[config.mk]
export PLATFORM = sky130hd
export DESIGN_NAME = contador_driver_flat
export DESIGN_NICKNAME = d
export VERILOG_FILES = /design/src/rtl/contador_pkg.sv /design/src/rtl/contador_driver_if.sv /design/src/rtl/contador_ref_model.sv /design/src/rtl/contador_driver.sv /design/src/flat_wrapper.sv
export SDC_FILE = /design/constraint.sdc
export NUM_CORES = 1
export LEC_CHECK = 0
export ABC_AREA = 1
export CAP_MARGIN = 40
export CORE_ASPECT_RATIO = 1.2
export CORE_MARGIN = 5
export CORE_UTILIZATION = 55
export DETAILED_ROUTE_END_ITERATION = 7
export PLACE_DENSITY = 0.87
export RECOVER_POWER = 25
export SETUP_SLACK_MARGIN = 0.02
export SLEW_MARGIN = 20
export SYNTH_ARGS = -nofsm -noshare
export SYNTH_HDL_FRONTEND = slang
export SYNTH_SLANG_ARGS = --single-unit
[constraint.sdc]
create_clock -name clk -period 4.1 [get_ports clk]
set_input_delay 0.82 -clock clk [delete_from_list [all_inputs] [get_ports clk]]
set_output_delay 0.82 -clock clk [all_outputs]
set_load 0.02 [all_outputs]
[src/rtl/contador_pkg.sv]
// rtl/contador_pkg.sv - shared encodings for the contador counter and its driver
//
// Purpose : mode encodings used on the counter mode bus, the driver FSM state
//           enum and the default load-confirmation timeout.
// Ports   : none (package).

package contador_pkg;

  // Counter mode bus encodings.
  localparam logic [1:0] MODE_UP   = 2'b00;
  localparam logic [1:0] MODE_DOWN = 2'b01;
  localparam logic [1:0] MODE_DN3  = 2'b10;
  localparam logic [1:0] MODE_LOAD = 2'b11;

  // Driver FSM states.
  typedef enum logic [2:0] {
    ST_IDLE  = 3'd0,
    ST_LOAD  = 3'd1,
    ST_LWAIT = 3'd2,
    ST_RUN   = 3'd3,
    ST_DONE  = 3'd4
  } drv_state_e;

  // Cycles to wait for the counter's load flag before giving up (1..15).
  localparam int unsigned LOAD_TMO_DEF = 4;

endpackage

[src/rtl/contador_driver_if.sv]
// rtl/contador_driver_if.sv - valid/ready command channel into contador_driver
//
// Purpose : groups the command handshake between the system sequencer
//           (master) and contador_driver (slave).
// Signals : cmd_valid  - command present
//           cmd_ready  - driver idle, command taken when valid && ready
//           cmd_op     - run mode (00 up, 01 down, 10 down-by-3, 11 illegal)
//           cmd_start  - value loaded into the counter
//           cmd_nwrap  - number of rco pulses to run, 0 = load only

interface contador_driver_if #(
  parameter int NWRAP_W = 8
);
  logic               cmd_valid;
  logic               cmd_ready;
  logic [1:0]         cmd_op;
  logic [3:0]         cmd_start;
  logic [NWRAP_W-1:0] cmd_nwrap;

  modport master (
    output cmd_valid, cmd_op, cmd_start, cmd_nwrap,
    input  cmd_ready
  );

  modport slave (
    input  cmd_valid, cmd_op, cmd_start, cmd_nwrap,
    output cmd_ready
  );
endinterface

[src/rtl/contador_ref_model.sv]
// rtl/contador_ref_model.sv - combinational next-Q / wrap model of the contador counter
//
// Purpose : given the current Q and mode, returns the Q the counter holds after
//           one enabled clock and whether that step is a wrap (rco next cycle).
// Ports   : mode   in  2  counter mode
//           q      in  4  current counter value
//           d      in  4  load value for MODE_LOAD
//           q_next out 4  value after one enabled step
//           wrap   out 1  step wraps around (counter raises rco after it)

module contador_ref_model
  import contador_pkg::*;
(
  input  logic [1:0] mode,
  input  logic [3:0] q,
  input  logic [3:0] d,
  output logic [3:0] q_next,
  output logic       wrap
);

  always_comb begin
    q_next = q;
    wrap   = 1'b0;
    case (mode)
      MODE_UP: begin
        q_next = q + 4'd1;
        wrap   = (q == 4'hF);
      end
      MODE_DOWN: begin
        q_next = q - 4'd1;
        wrap   = (q == 4'h0);
      end
      MODE_DN3: begin
        q_next = q - 4'd3;
        wrap   = (q < 4'd3);
      end
      default: begin
        q_next = d;
        wrap   = 1'b0;
      end
    endcase
  end

endmodule

[src/rtl/contador_driver.sv]
// rtl/contador_driver.sv - command-driven initiator for the 4-bit contador counter
//
// Purpose : accepts a command, loads the counter with mode 11, waits for the
//           counter's load flag, runs it in the requested mode for cmd_nwrap
//           rco pulses and reports done with a snapshot of Q.
// Ports   : clk, reset     - clock, synchronous active-high reset
//           cmd            - contador_driver_if.slave command channel
//           mode, D, enable - drive to the counter
//           Q, rco, load   - status from the counter
//           done, q_final  - completion pulse and captured Q
//           err            - load timeout or illegal op pulse
//           chk_err        - only with CONTADOR_DRV_CHECK_EN: first Q mismatch
//                            against the reference model during a run
// Options : CONTADOR_DRV_CHECK_EN enables the reference-model checker.

module contador_driver
  import contador_pkg::*;
#(
  parameter int NWRAP_W  = 8,
  parameter int LOAD_TMO = LOAD_TMO_DEF
) (
  input  logic                clk,
  input  logic                reset,
  contador_driver_if.slave    cmd,
  output logic [1:0]          mode,
  output logic [3:0]          D,
  output logic                enable,
  input  logic [3:0]          Q,
  input  logic                rco,
  input  logic                load,
  output logic                done,
  output logic [3:0]          q_final,
  output logic                err
`ifdef CONTADOR_DRV_CHECK_EN
  ,
  output logic                chk_err
`endif
);

  localparam logic [3:0] TMO_LAST = 4'(LOAD_TMO - 1);

  drv_state_e         state_q, state_d;
  logic [1:0]         op_q, op_d;
  logic [3:0]         start_q, start_d;
  logic [NWRAP_W-1:0] nwrap_q, nwrap_d;
  logic [NWRAP_W-1:0] wrap_q, wrap_d;
  logic [NWRAP_W-1:0] wrap_inc;
  logic [3:0]         tmo_q, tmo_d;
  logic [3:0]         q_final_q, q_final_d;
  logic               err_q, err_d;
  logic               final_wrap;

  assign wrap_inc   = wrap_q + 1'b1;
  // The rco that completes the run; enable must fall in this same cycle so
  // the counter parks on the post-wrap value.
  assign final_wrap = (state_q == ST_RUN) && rco && (wrap_inc == nwrap_q);

  // State register.
  always_ff @(posedge clk) begin
    if (reset) begin
      state_q   <= ST_IDLE;
      op_q      <= MODE_UP;
      start_q   <= 4'd0;
      nwrap_q   <= '0;
      wrap_q    <= '0;
      tmo_q     <= 4'd0;
      q_final_q <= 4'd0;
      err_q     <= 1'b0;
    end else begin
      state_q   <= state_d;
      op_q      <= op_d;
      start_q   <= start_d;
      nwrap_q   <= nwrap_d;
      wrap_q    <= wrap_d;
      tmo_q     <= tmo_d;
      q_final_q <= q_final_d;
      err_q     <= err_d;
    end
  end

  // Next-state logic.
  always_comb begin
    state_d   = state_q;
    op_d      = op_q;
    start_d   = start_q;
    nwrap_d   = nwrap_q;
    wrap_d    = wrap_q;
    tmo_d     = tmo_q;
    q_final_d = q_final_q;
    err_d     = 1'b0;
    case (state_q)
      ST_IDLE: begin
        if (cmd.cmd_valid) begin
          if (cmd.cmd_op == MODE_LOAD) begin
            err_d = 1'b1;
          end else begin
            op_d    = cmd.cmd_op;
            start_d = cmd.cmd_start;
            nwrap_d = cmd.cmd_nwrap;
            wrap_d  = '0;
            state_d = ST_LOAD;
          end
        end
      end
      ST_LOAD: begin
        tmo_d   = 4'd0;
        state_d = ST_LWAIT;
      end
      ST_LWAIT: begin
        if (load) begin
          state_d = (nwrap_q != '0) ? ST_RUN : ST_DONE;
        end else if (tmo_q == TMO_LAST) begin
          err_d   = 1'b1;
          state_d = ST_IDLE;
        end else begin
          tmo_d = tmo_q + 4'd1;
        end
      end
      ST_RUN: begin
        if (rco) begin
          wrap_d = (&wrap_q) ? wrap_q : wrap_inc;
          if (final_wrap) state_d = ST_DONE;
        end
      end
      ST_DONE: begin
        q_final_d = Q;
        state_d   = ST_IDLE;
      end
      default: state_d = ST_IDLE;
    endcase
  end

  // Outputs.
  always_comb begin
    cmd.cmd_ready = (state_q == ST_IDLE);
    mode          = MODE_UP;
    enable        = 1'b0;
    D             = start_q;
    done          = 1'b0;
    case (state_q)
      ST_LOAD: begin
        mode   = MODE_LOAD;
        enable = 1'b1;
      end
      ST_LWAIT: mode = MODE_LOAD;
      ST_RUN: begin
        mode   = op_q;
        enable = !final_wrap;
      end
      ST_DONE: done = 1'b1;
      default: ;
    endcase
  end

  assign q_final = q_final_q;
  assign err     = err_q;

`ifdef CONTADOR_DRV_CHECK_EN
  logic [3:0] exp_q_q, exp_q_d;
  logic       exp_rco_q, exp_rco_d;
  logic       chk_seen_q, chk_seen_d;
  logic       chk_err_q, chk_err_d;
  logic [3:0] mdl_q_next;
  logic       mdl_wrap;
  logic       mismatch;

  contador_ref_model u_ref (
    .mode   (op_q),
    .q      (exp_q_q),
    .d      (start_q),
    .q_next (mdl_q_next),
    .wrap   (mdl_wrap)
  );

  always_ff @(posedge clk) begin
    if (reset) begin
      exp_q_q    <= 4'd0;
      exp_rco_q  <= 1'b0;
      chk_seen_q <= 1'b0;
      chk_err_q  <= 1'b0;
    end else begin
      exp_q_q    <= exp_q_d;
      exp_rco_q  <= exp_rco_d;
      chk_seen_q <= chk_seen_d;
      chk_err_q  <= chk_err_d;
    end
  end

  always_comb begin
    exp_q_d    = exp_q_q;
    exp_rco_d  = 1'b0;
    chk_seen_d = chk_seen_q;
    mismatch   = 1'b0;
    if (state_q == ST_LOAD) chk_seen_d = 1'b0;
    if (state_q == ST_LWAIT && load && nwrap_q != '0) begin
      // Run starts from the loaded value.
      mismatch = (Q != start_q);
      exp_q_d  = start_q;
    end
    if (state_q == ST_RUN) begin
      mismatch = (Q != exp_q_q) || (rco != exp_rco_q);
      if (enable) begin
        exp_q_d   = mdl_q_next;
        exp_rco_d = mdl_wrap;
      end
    end
    chk_err_d = mismatch && !chk_seen_q;
    if (mismatch) chk_seen_d = 1'b1;
  end

  assign chk_err = chk_err_q;
`endif

endmodule
[src/flat_wrapper.sv]
// flat-port wrapper written by rule: the top's interface ports become plain ports
module contador_driver_flat import contador_pkg::*;
#(
  parameter int NWRAP_W  = 8,
  parameter int LOAD_TMO = LOAD_TMO_DEF
)
  (clk, reset, mode, D, enable, Q, rco, load, done, q_final, err, cmd_cmd_valid, cmd_cmd_op, cmd_cmd_start, cmd_cmd_nwrap, cmd_cmd_ready);
  contador_driver_if #(.NWRAP_W(NWRAP_W)) cmd_i ();
  input  logic clk;
  input  logic reset;
  output logic [1:0] mode;
  output logic [3:0] D;
  output logic enable;
  input  logic [3:0] Q;
  input  logic rco;
  input  logic load;
  output logic done;
  output logic [3:0] q_final;
  output logic err;
  input wire logic [$bits(cmd_i.cmd_valid)-1:0] cmd_cmd_valid;
  input wire logic [$bits(cmd_i.cmd_op)-1:0] cmd_cmd_op;
  input wire logic [$bits(cmd_i.cmd_start)-1:0] cmd_cmd_start;
  input wire logic [$bits(cmd_i.cmd_nwrap)-1:0] cmd_cmd_nwrap;
  output wire logic [$bits(cmd_i.cmd_ready)-1:0] cmd_cmd_ready;
  assign cmd_i.cmd_valid = cmd_cmd_valid;
  assign cmd_i.cmd_op = cmd_cmd_op;
  assign cmd_i.cmd_start = cmd_cmd_start;
  assign cmd_i.cmd_nwrap = cmd_cmd_nwrap;
  assign cmd_cmd_ready = cmd_i.cmd_ready;
  contador_driver #(.NWRAP_W(NWRAP_W), .LOAD_TMO(LOAD_TMO)) u_core (.clk(clk), .reset(reset), .cmd(cmd_i), .mode(mode), .D(D), .enable(enable), .Q(Q), .rco(rco), .load(load), .done(done), .q_final(q_final), .err(err));
endmodule
==> reports/metrics.cfg <==
[worst_setup_path]
crit_type = primary input to output pin
r2r_setup_slack_ps = 2160
ff2ff_path_depth = 9
critPathRequiredTime_ps = 3280
r2r_start = u_core.state_q[2]
endpoint_kind = output pin
critPathMaxFanout = 4
critPathLaunch = rco
start_kind = primary input
slowest_stage = clkdlybuf4s50_1
max_stage_delay_ps = 540
reg2reg_to = u_core.wrap_q[4]
worstPathArrival_ps = 2540
crit_chain = clkdlybuf4s50_1, inv_1, nor2_1, nand3_1, nor2_1, nand3_1, nor2_1, nand2_1, nand2_1, nand2_1, clkdlybuf4s50_1
crit_end = enable

[clocking]
clockBufferDepth = 2
cts.htree.levels = 2
cts_tree = yes
cts_hold_buf = 0
clk_latency_ps = 290
clk_pin_slew_ps = 70
cts_sinks = 34
cts-root-buf = clkbuf_8
cts_made_buffers = 5
postCtsSetupRepairBufs = 0
cts_resized = 0

[pwr]
clkPwrFrac_pct = 17.7
p_per_area_nw_per_um2 = 645
p_seq_share_pct = 34.5
p_leak_nw = 1.02
combinationalPowerShare_pct = 47.8
power.internal_uw = 814
p_switching_uw = 670
switching_share_pct = 45.2
total_power_mw = 1.48
ir_drop_mv = 0.516

[cells_and_area]
syn_to_final_growth_pct = 24.7
drive_gt1_share_pct = 11.1
diodes = 0
fillers = 285
layout.nets = 331

[floorplanning]
initial_utilization_pct = 56.3
core_um2 = 3280
ios = 37
die-area_um2 = 4620
die_y_um = 73.5
die_x_um = 62.9
row_count = 23

[timing]
tightest_slew_ps = 676
setup_viol = 0
rsz0062_at_grt = no
setup_tns_ps = 0
fin_crit_ps = 3360
slew_headroom_pct = 54.9
skew_ps = 6.95
post-route-period-util_pct = 81.9
slew_viol_final = 0
finalHoldViolCount = 0
fmax_mhz = 298

[place]
portBuffers = 36
place_hpwl_um = 3240
gp_congestion = 0.901

[grt]
grt_max_degree = 26
antenna_found_initial = 0
overflow = 0
grt_pass1_wl_um = 7270
grt_use_total_pct = 19.8
grt_pass1_vias = 1706

[synth]
ys_seq_area_share_pct = 36.9
ys.warnings.count = 0
synth-async-reset-ratio_pct = 0
synth_top_area_cell = dfxtp_1
synth_flop_cell = dfxtp_1
synth_area_leaders = dfxtp_1 37%, nand2_1 10%, nor2_1 9.2%
synth_common_cells = 50 x nand2_1, 45 x nor2_1, 34 x dfxtp_1
synth_most_common_cell = nand2_1
post_synth_num_cell_types = 33
synth_seq_cells = 34
synthCells = 268
synth_area_um2 = 1850
syn_nets = 293
synth_area_per_cell_um2 = 6.89
synth_top_area_share_pct = 36.9
synth-edff-count = 0

[detailed_routing]
drt_pass1_iterations = 4
drtAntennaViolNets = 0
route.vias.total = 1823
routed_wl_um = 4360
wl_per_cell_um = 12.7
drt_iter0_drc = 52
via_per_inst = 5.30
drc = 0

[job]
max_cap_violations = 0

[worst_hold_path]
holdPathStages = 2
min_path_type = flop to flop

[outcome]
status = completed

## state kept, by name, summed over array words and instances (netlist names)
name	flops
u_core.D	4
u_core.nwrap_q	8
u_core.err	1
u_core.op_q	2
u_core.tmo_q	4
u_core.wrap_q	8
u_core.q_final	4
u_core.state_q	3
## metrics by stage
step / worst slack (ps) / cells / hold WS [ps] / area (um2) / utilization, %
3_5_place_dp: 774 / 336 / 481 / 2230 / 67.9
6_report: 744 / 344 / 490 / 2300 / 70.1
3_3_place_gp: 782 / 336 / 480 / 2230 / 67.9
5_1_grt: 498 / 344 / 517 / 2300 / 70.1
4_1_cts: 762 / 344 / 490 / 2320 / 70.8
2_1_floorplan: 1780 / 268 / 458 / 1850 / -
## how the worst min path moves through the flow
stage                      start                end  slack (ps)
5_1_grt          u_core.tmo_q[1]    u_core.tmo_q[1]         520
6_report         u_core.tmo_q[1]    u_core.tmo_q[1]         490
3_5_place_dp     u_core.tmo_q[1]    u_core.tmo_q[1]         480
3_3_place_gp     u_core.tmo_q[1]    u_core.tmo_q[1]         480
4_1_cts          u_core.tmo_q[1]    u_core.tmo_q[1]         490
2_1_floorplan  u_core.nwrap_q[5]  u_core.nwrap_q[5]         460
## area by class of cell
type                       instances  area [um2]  area share, %
tap                               37        46.3           2.01
inverter                          36         143           6.20
timing repair buffer              36         360           15.7
clock buffer                       6        82.6           3.59
clock inverter                     2        12.5          0.544
multi-input combinational        193         976           42.4
sequential                        34         681           29.6
## cells in the final DEF, fill, tap and decap left out, drive strengths merged
cell | netlist | routed
a211oi | 2 | 2
a21oi | 16 | 16
a41oi | 1 | 1
clkbuf | 3 | 6
clkdlybuf4s50 | 0 | 27
clkinv | 1 | 2
clkinvlp | 0 | 1
dfxtp | 34 | 34
dlygate4sd3 | 0 | 9
ha | 2 | 2
inv | 35 | 35
nand2 | 57 | 57
nand3 | 22 | 22
nand3b | 1 | 1
nand4 | 4 | 4
nor2 | 51 | 51
nor3 | 7 | 7
nor3b | 1 | 1
o211a | 1 | 1
o21ai | 27 | 27
o21bai | 1 | 1
## power by group through the flow
stage                     clock network, mW  registers, mW  logic [mW]
after floorplan                           0          0.506       0.530
after global placement                    0          0.516       0.719
after detailed placement                  0          0.519       0.733
after CTS                             0.266          0.511       0.741
after global routing                  0.280          0.525       0.794
final                                 0.262          0.512       0.709
## layer usage
| metal | GRT usage [%] | vias to the layer above | wire length [um] |
|---|---|---|---|
| li1 | - | 945 | - |
| met4 | 12.5 | 0 | 141 |
| met3 | 5.66 | 11 | 318 |
| met2 | 33.2 | 55 | 2020 |
| met1 | 21.9 | 812 | 1880 |
| met5 | 0 | - | 0 |
## critical path: cells and delay by family
kind,cells,cell delay [ps]
buf+inv,3,1040
simple gates,8,670
## logic make-up after synthesis
group,share of synthesized area (%)
AOI/OAI and AO/OA,14.6
and+or+nand+nor,38.1
buffers and inverters,9.02
DFF,36.9
adders and majority gates,1.36
No activity file was read; power rests on OpenSTA's default activity.
